File: src/rtl/data_sram_like_bridge.sv
// Bridges single-cycle MEM-stage data requests onto the SRAM-like split
// handshake bus (req/addr_ok, then data_ok), stalling the pipeline until data returns.
module data_sram_like_bridge #(
  parameter bit KSEG_MAP = 1'b1
) (
  input  logic        clk,
  input  logic        rst,
  input  logic        mem_en,
  input  logic        mem_we,
  input  logic [31:0] mem_addr,
  input  logic [31:0] mem_wdata,
  input  logic [3:0]  sel,
  input  logic [1:0]  mem_size,
  input  logic        cpu_stall,
  output logic [31:0] mem_rdata,
  output logic        stallreq_from_mem,
  output logic        data_req,
  output logic        data_wr,
  output logic [1:0]  data_size,
  output logic [31:0] data_addr,
  output logic [31:0] data_wdata,
  output logic [3:0]  data_wstrb,
  input  logic        data_addr_ok,
  input  logic        data_data_ok,
  input  logic [31:0] data_rdata
);

  typedef enum logic [1:0] {IDLE, ADDR, DATA, DONE} state_t;

  state_t      state_q, state_d;
  logic        req_wr_q;
  logic [1:0]  req_size_q;
  logic [31:0] req_addr_q;
  logic [31:0] req_wdata_q;
  logic [3:0]  req_strb_q;
  logic [31:0] rdata_q;
  logic [31:0] paddr;
  logic        issue;

  // kseg0/kseg1 alias onto low physical memory by dropping the segment bits
  always_comb begin
    paddr = mem_addr;
    if (KSEG_MAP && (mem_addr[31:30] == 2'b10)) begin
      paddr = {3'b000, mem_addr[28:0]};
    end
  end

  // Gating with rst keeps every output at zero while reset is held
  assign issue = (state_q == IDLE) && mem_en && !rst;

  always_ff @(posedge clk or posedge rst) begin
    if (rst) begin
      state_q <= IDLE;
    end else begin
      state_q <= state_d;
    end
  end

  always_ff @(posedge clk or posedge rst) begin
    if (rst) begin
      req_wr_q    <= 1'b0;
      req_size_q  <= 2'd0;
      req_addr_q  <= 32'd0;
      req_wdata_q <= 32'd0;
      req_strb_q  <= 4'd0;
      rdata_q     <= 32'd0;
    end else begin
      if ((state_q == IDLE) && mem_en) begin
        req_wr_q    <= mem_we;
        req_size_q  <= mem_size;
        req_addr_q  <= paddr;
        req_wdata_q <= mem_wdata;
        req_strb_q  <= mem_we ? sel : 4'b0000;
      end
      if ((state_q == DATA) && data_data_ok) begin
        rdata_q <= data_rdata;
      end
    end
  end

  always_comb begin
    state_d = state_q;
    case (state_q)
      IDLE: if (mem_en) state_d = data_addr_ok ? DATA : ADDR;
      ADDR: if (data_addr_ok) state_d = DATA;
      DATA: if (data_data_ok) state_d = cpu_stall ? DONE : IDLE;
      DONE: if (!cpu_stall) state_d = IDLE;
      default: state_d = IDLE;
    endcase
  end

  // DONE parks the result so a still-stalled instruction is not re-issued
  always_comb begin
    data_req          = 1'b0;
    stallreq_from_mem = 1'b0;
    mem_rdata         = rdata_q;
    data_wr           = req_wr_q;
    data_size         = req_size_q;
    data_addr         = req_addr_q;
    data_wdata        = req_wdata_q;
    data_wstrb        = req_strb_q;
    case (state_q)
      IDLE: begin
        if (rst) begin
          data_wr    = 1'b0;
          data_size  = 2'd0;
          data_addr  = 32'd0;
          data_wdata = 32'd0;
          data_wstrb = 4'd0;
        end else begin
          data_wr    = mem_we;
          data_size  = mem_size;
          data_addr  = paddr;
          data_wdata = mem_wdata;
          data_wstrb = mem_we ? sel : 4'b0000;
        end
        data_req          = issue;
        stallreq_from_mem = issue;
      end
      ADDR: begin
        data_req          = 1'b1;
        stallreq_from_mem = 1'b1;
      end
      DATA: begin
        stallreq_from_mem = !data_data_ok;
        if (data_data_ok) mem_rdata = data_rdata;
      end
      default: ;
    endcase
  end

endmodule

File: config.mk
export PLATFORM = sky130hd
export DESIGN_NAME = data_sram_like_bridge
export DESIGN_NICKNAME = d
export VERILOG_FILES = /design/src/rtl/data_sram_like_bridge.sv
export SDC_FILE = /design/constraint.sdc
export NUM_CORES = 1
export LEC_CHECK = 0
export CORE_MARGIN = 2
export CORE_UTILIZATION = 44
export CTS_CLUSTER_SIZE = 25
export DETAILED_ROUTE_END_ITERATION = 16
export PLACE_DENSITY = 0.88
export SETUP_SLACK_MARGIN = 0.3
export SLEW_MARGIN = 25
export SYNTH_ARGS = -nofsm -noshare
export SYNTH_HDL_FRONTEND = slang
export SYNTH_SLANG_ARGS = --single-unit
export TNS_END_PERCENT = 10
File: constraint.sdc
create_clock -name clk -period 7.7 [get_ports clk]
set_input_delay 1.155 -clock clk [delete_from_list [all_inputs] [get_ports clk]]
set_output_delay 1.155 -clock clk [all_outputs]
set_load 0.01 [all_outputs]
==> Word level (Yosys, flattened, before mapping) <==
Index checks and enable logic that the tools add are counted.
{ "classes": {"n_shift": 0, "n_reduce_logical": 7, "eq_ne": 8, "mul": 0, "n_addsub": 0, "div": 0, "muxes": 23, "bitwise": 0, "n_lt_le_gt_ge": 0} }
{ "op_table": {"columns": ["op", "n"], "rows": [
  ["$mux 32", 7],
  ["$mux 2", 8],
  ["$mux 4", 3],
  ["$ne 2x2->1 const B", 4],
  ["$pmux 2 s4", 1],
  ["$eq 2x2->1 const B", 3],
  ["$reduce_and 4->1", 1],
  ["$logic_and 1x1->1", 3],
  ["$pmux 1 s3", 1],
  ["$eq 2x1->1 const B", 1],
  ["$logic_not 1->1", 2],
  ["$logic_not 2->1", 1],
  ["$mux 1", 2],
  ["$pmux 1 s2", 1]
]} }
{ "totals": {"latchBits": 0, "output_inout_bits": 105, "mem_bits_rw": 0, "romBits": 0, "memories": 0, "elab_cells": 45, "reg_bits": 105, "inputBits": 109} }

==> Logic depth before layout (Yosys ltp) <==
{ "logic_depth": {"depth_word": 4, "depth_mapped": 7, "mapped_depth_nobuf": 3} }

==> Least setup slack after synthesis <==
OpenSTA, ideal clock, no wires.
{ "synth_timing": {"kind": "input port to output port", "startpoint": "input port rst", "endpoint": "output port data_addr[21]", "arrival_ns": 5.218, "stages": 5, "t_required_ns": 6.545, "path_buffers": 2, "path_slack_ns": 1.327, "path_cell_list": "inv_1 > clkbuf_1 > clkbuf_1 > nand2_1 > o21ai_0"} }
{ "synth_via": {"elab_chain_len": 2} }
{ "synth_lines": {"columns": ["item", "line_no", "source"], "rows": [
  ["start: declaration", "7", "input logic rst,"],
  ["$mux 32", "104", "if (rst) begin"],
  ["$mux 32", "102", "case (state_q)"],
  ["end: declaration", "20", "output logic [31:0] data_addr,"]
]} }
No other way between the ends.

==> Worst setup path after layout <==
{ "layout_timing": {"startpoint": "input port rst", "endpoint": "output port data_wdata[18]"} }
{ "layout_via": {"elab_chain_len": 2} }
{ "layout_lines": {"columns": ["item", "line_no", "source"], "rows": [
  ["$mux 32", "104", null],
  ["$mux 32", "102", null],
  ["end: declaration", "21", "output logic [31:0] data_wdata,"]
]} }
No other way between the ends.

==> impl_metrics.env <==
export IMPL_drv_cap=0
export IMPL_yosys_warnings=0
export IMPL_clock_fmax_mhz=203
export IMPL_power_frac_comb_pct=55.8
export IMPL_ctsResizeCount=0
export IMPL_tritoncts="yes"
export IMPL_cp_max_fo=113
export IMPL_reg2reg_from="state_q[1]"
export IMPL_p_clk_share_pct=13.3
export IMPL_grt_usage_pct=20.7
export IMPL_regToRegSetupSlack_ps=5750
export IMPL_critical_path_arrival_ps=3770
export IMPL_coreArea_um2=12000
export IMPL_pwr_share_seq_pct=30.8
export IMPL_endpoint_kind="output port"
export IMPL_grt_pass1_wl_um=21600
export IMPL_skew_ps=6.45
export IMPL_status="finished clean"
export IMPL_synthTopCellsByArea="dfrtp_1, mux2_2, nand2_1"
export IMPL_port_buffers=213
export IMPL_htree_levels=3
export IMPL_clk_path_buf_depth=2
export IMPL_rr_endpoint="req_addr_q[30]"
export IMPL_die_y_um=115
export IMPL_die_area_um2=13100
export IMPL_synth_top_cell_area_share_pct=48.9
export IMPL_layout_worst_path_cycle_share_pct=64.0
export IMPL_fin_area_um2=7830
export IMPL_drc_errors=0
export IMPL_setup_viol=0
export IMPL_worst_pin_slew_ps=851
export IMPL_rsz0062_at_grt="false"
export IMPL_slew_headroom_pct=43.2
export IMPL_floorplan_initialDensity_pct=44.9
export IMPL_syn_inst=509
export IMPL_yosysSeqAreaShare_pct=48.9
export IMPL_crit_start="rst"
export IMPL_syn_area_um2=5370
export IMPL_fp_dieW_um=115
export IMPL_wl_per_cell_um=16.1
export IMPL_io_pins=214
export IMPL_final_common_cell="clkdlybuf4s50_1"
export IMPL_p_sw_w=0.00108
export IMPL_p_leak_nw=3.34
export IMPL_gp_congestion=0.770
export IMPL_num_vias=4475
export IMPL_dp_hpwl_um=9790
export IMPL_ys_seq_elements=105
export IMPL_period_minus_slack_ps=4930
export IMPL_place_area_um2=7560
export IMPL_reg2regPathDepth=3
export IMPL_power_density_nw_per_um2=409
export IMPL_wl_um=13600
export IMPL_ant_nets=0
export IMPL_via_per_inst=5.28
export IMPL_grt_max_degree=114
export IMPL_rows=40
export IMPL_cts_root_buf="clkbuf_16"
export IMPL_syn_avg_cell_area_um2=10.6
export IMPL_yosys_area_top_type="dfrtp_1"
export IMPL_drive_gt1_share_pct=21.3
export IMPL_p_int_w=0.00212
export IMPL_grt_overflow=0
export IMPL_setup_worst_path_class="in2out"
export IMPL_hold_buffers=0
export IMPL_drt_iter0_drc=258
export IMPL_hold_class="reg2reg"
export IMPL_tns_ps=0
export IMPL_cts_setup_buffers=0
export IMPL_n_antenna_cell=0
export IMPL_cts_sinks=105
export IMPL_cts_buffers=9
export IMPL_nFillCells=911
export IMPL_hold_viol_final=0
export IMPL_synth_distinct_cells=20
export IMPL_peakVddDrop_v=0.000271
export IMPL_first_global_vias=4479
export IMPL_swShare_pct=33.7
export IMPL_synthesis_nets=618
export IMPL_nNetsFinal=808
export IMPL_cp_required_ps=6550
export IMPL_crit_end="data_wdata[18]"
export IMPL_clk_latency_ps=340
export IMPL_clk_pin_slew_worst_paths_ps=60
export IMPL_drtPass1Iterations=4
export IMPL_drv_slew=0
export IMPL_area_growth_pct=45.7
export IMPL_antenna_found_initial=0
export IMPL_cp_start_kind="input port"
export IMPL_final_cell_mix="clkdlybuf4s50_1, nand2_1, mux2_2"
how the worst min path moves through the flow:
stage | startpoint | endpoint | slack, ps | cells after the start
after floorplan | req_addr_q[29] | req_addr_q[29] | 450 | 2
after CTS | req_strb_q[3] | req_strb_q[3] | 490 | 2
after global placement | req_strb_q[3] | req_strb_q[3] | 460 | 2
final | req_strb_q[3] | req_strb_q[3] | 490 | 2
after detailed placement | req_strb_q[3] | req_strb_q[3] | 480 | 2
after global routing | rdata_q[10] | rdata_q[10] | 510 | 1
cell usage after synthesis, drive strengths merged:
cell type and n:
nand2 143, mux2 129, dfrtp 105, o21ai 75
buf 22, clkbuf 17, a22o 4, nor2 3
inv 2, o31ai 2, a21o 1, a21oi 1
nand3b 1, nor3b 1, o32ai 1, or2 1
or3b 1
kinds of logic after synthesis:
family,share of synthesized area [%]
muxes,28.3
AOI/OAI and AO/OA,8.31
DFF,48.9
and+or+nand+nor,10.8
buffers and inverters,3.73
layer usage:
metal / track usage (%) / share of wire (%) / vias to the layer above
met3: 3.28 / 5.1 / 26
met5: 0 / 0 / -
met1: 26.4 / 42 / 2172
met2: 34.7 / 50 / 169
li1: - / - / 2108
met4: 9.11 / 2.7 / 0
sequential cells by signal, indices dropped and copies added (netlist names):
register	cells
rdata_q	32
req_wdata_q	32
req_strb_q	4
state_q	2
req_wr_q	1
req_size_q	2
req_addr_q	32
area by class of cell:
type / count / area, um^2 / area share (%)
clock buffers: 13 / 270 / 3.45
inverters: 2 / 12.5 / 0.160
multi-input cells: 363 / 2550 / 32.6
flip-flops and latches: 105 / 2630 / 33.6
well taps: 147 / 184 / 2.35
repair buffers: 218 / 2180 / 27.9
per-stage QoR:
step	instances	setup WS (ps)	total power, W	util (%)	hold slack (ps)
4_1_cts	848	2730	0.00322	65.4	493
3_5_place_dp	835	2740	0.00278	63.2	478
5_1_grt	848	2540	0.00340	65.4	512
2_1_floorplan	509	1330	0.00193	-	450
3_3_place_gp	834	2860	0.00270	63.0	463
6_report	848	2770	0.00320	65.4	490
worst max-delay path, cell delays in order:
cell	delay, ps
clkdlybuf4s50_1	530
inv_6	660
buf_4	520
nand2_1	100
o21ai_0	180
clkdlybuf4s50_1	570
power groups by stage:
stage                     combinational (W)  clock, W  sequential, W
after floorplan                    0.000998         0       0.000936
after global placement              0.00174         0       0.000961
after detailed placement            0.00179         0       0.000989
after CTS                           0.00180  0.000436       0.000981
after global routing                0.00192  0.000464        0.00102
final                               0.00179  0.000426       0.000986
Power figures use the tool's default switching activity.
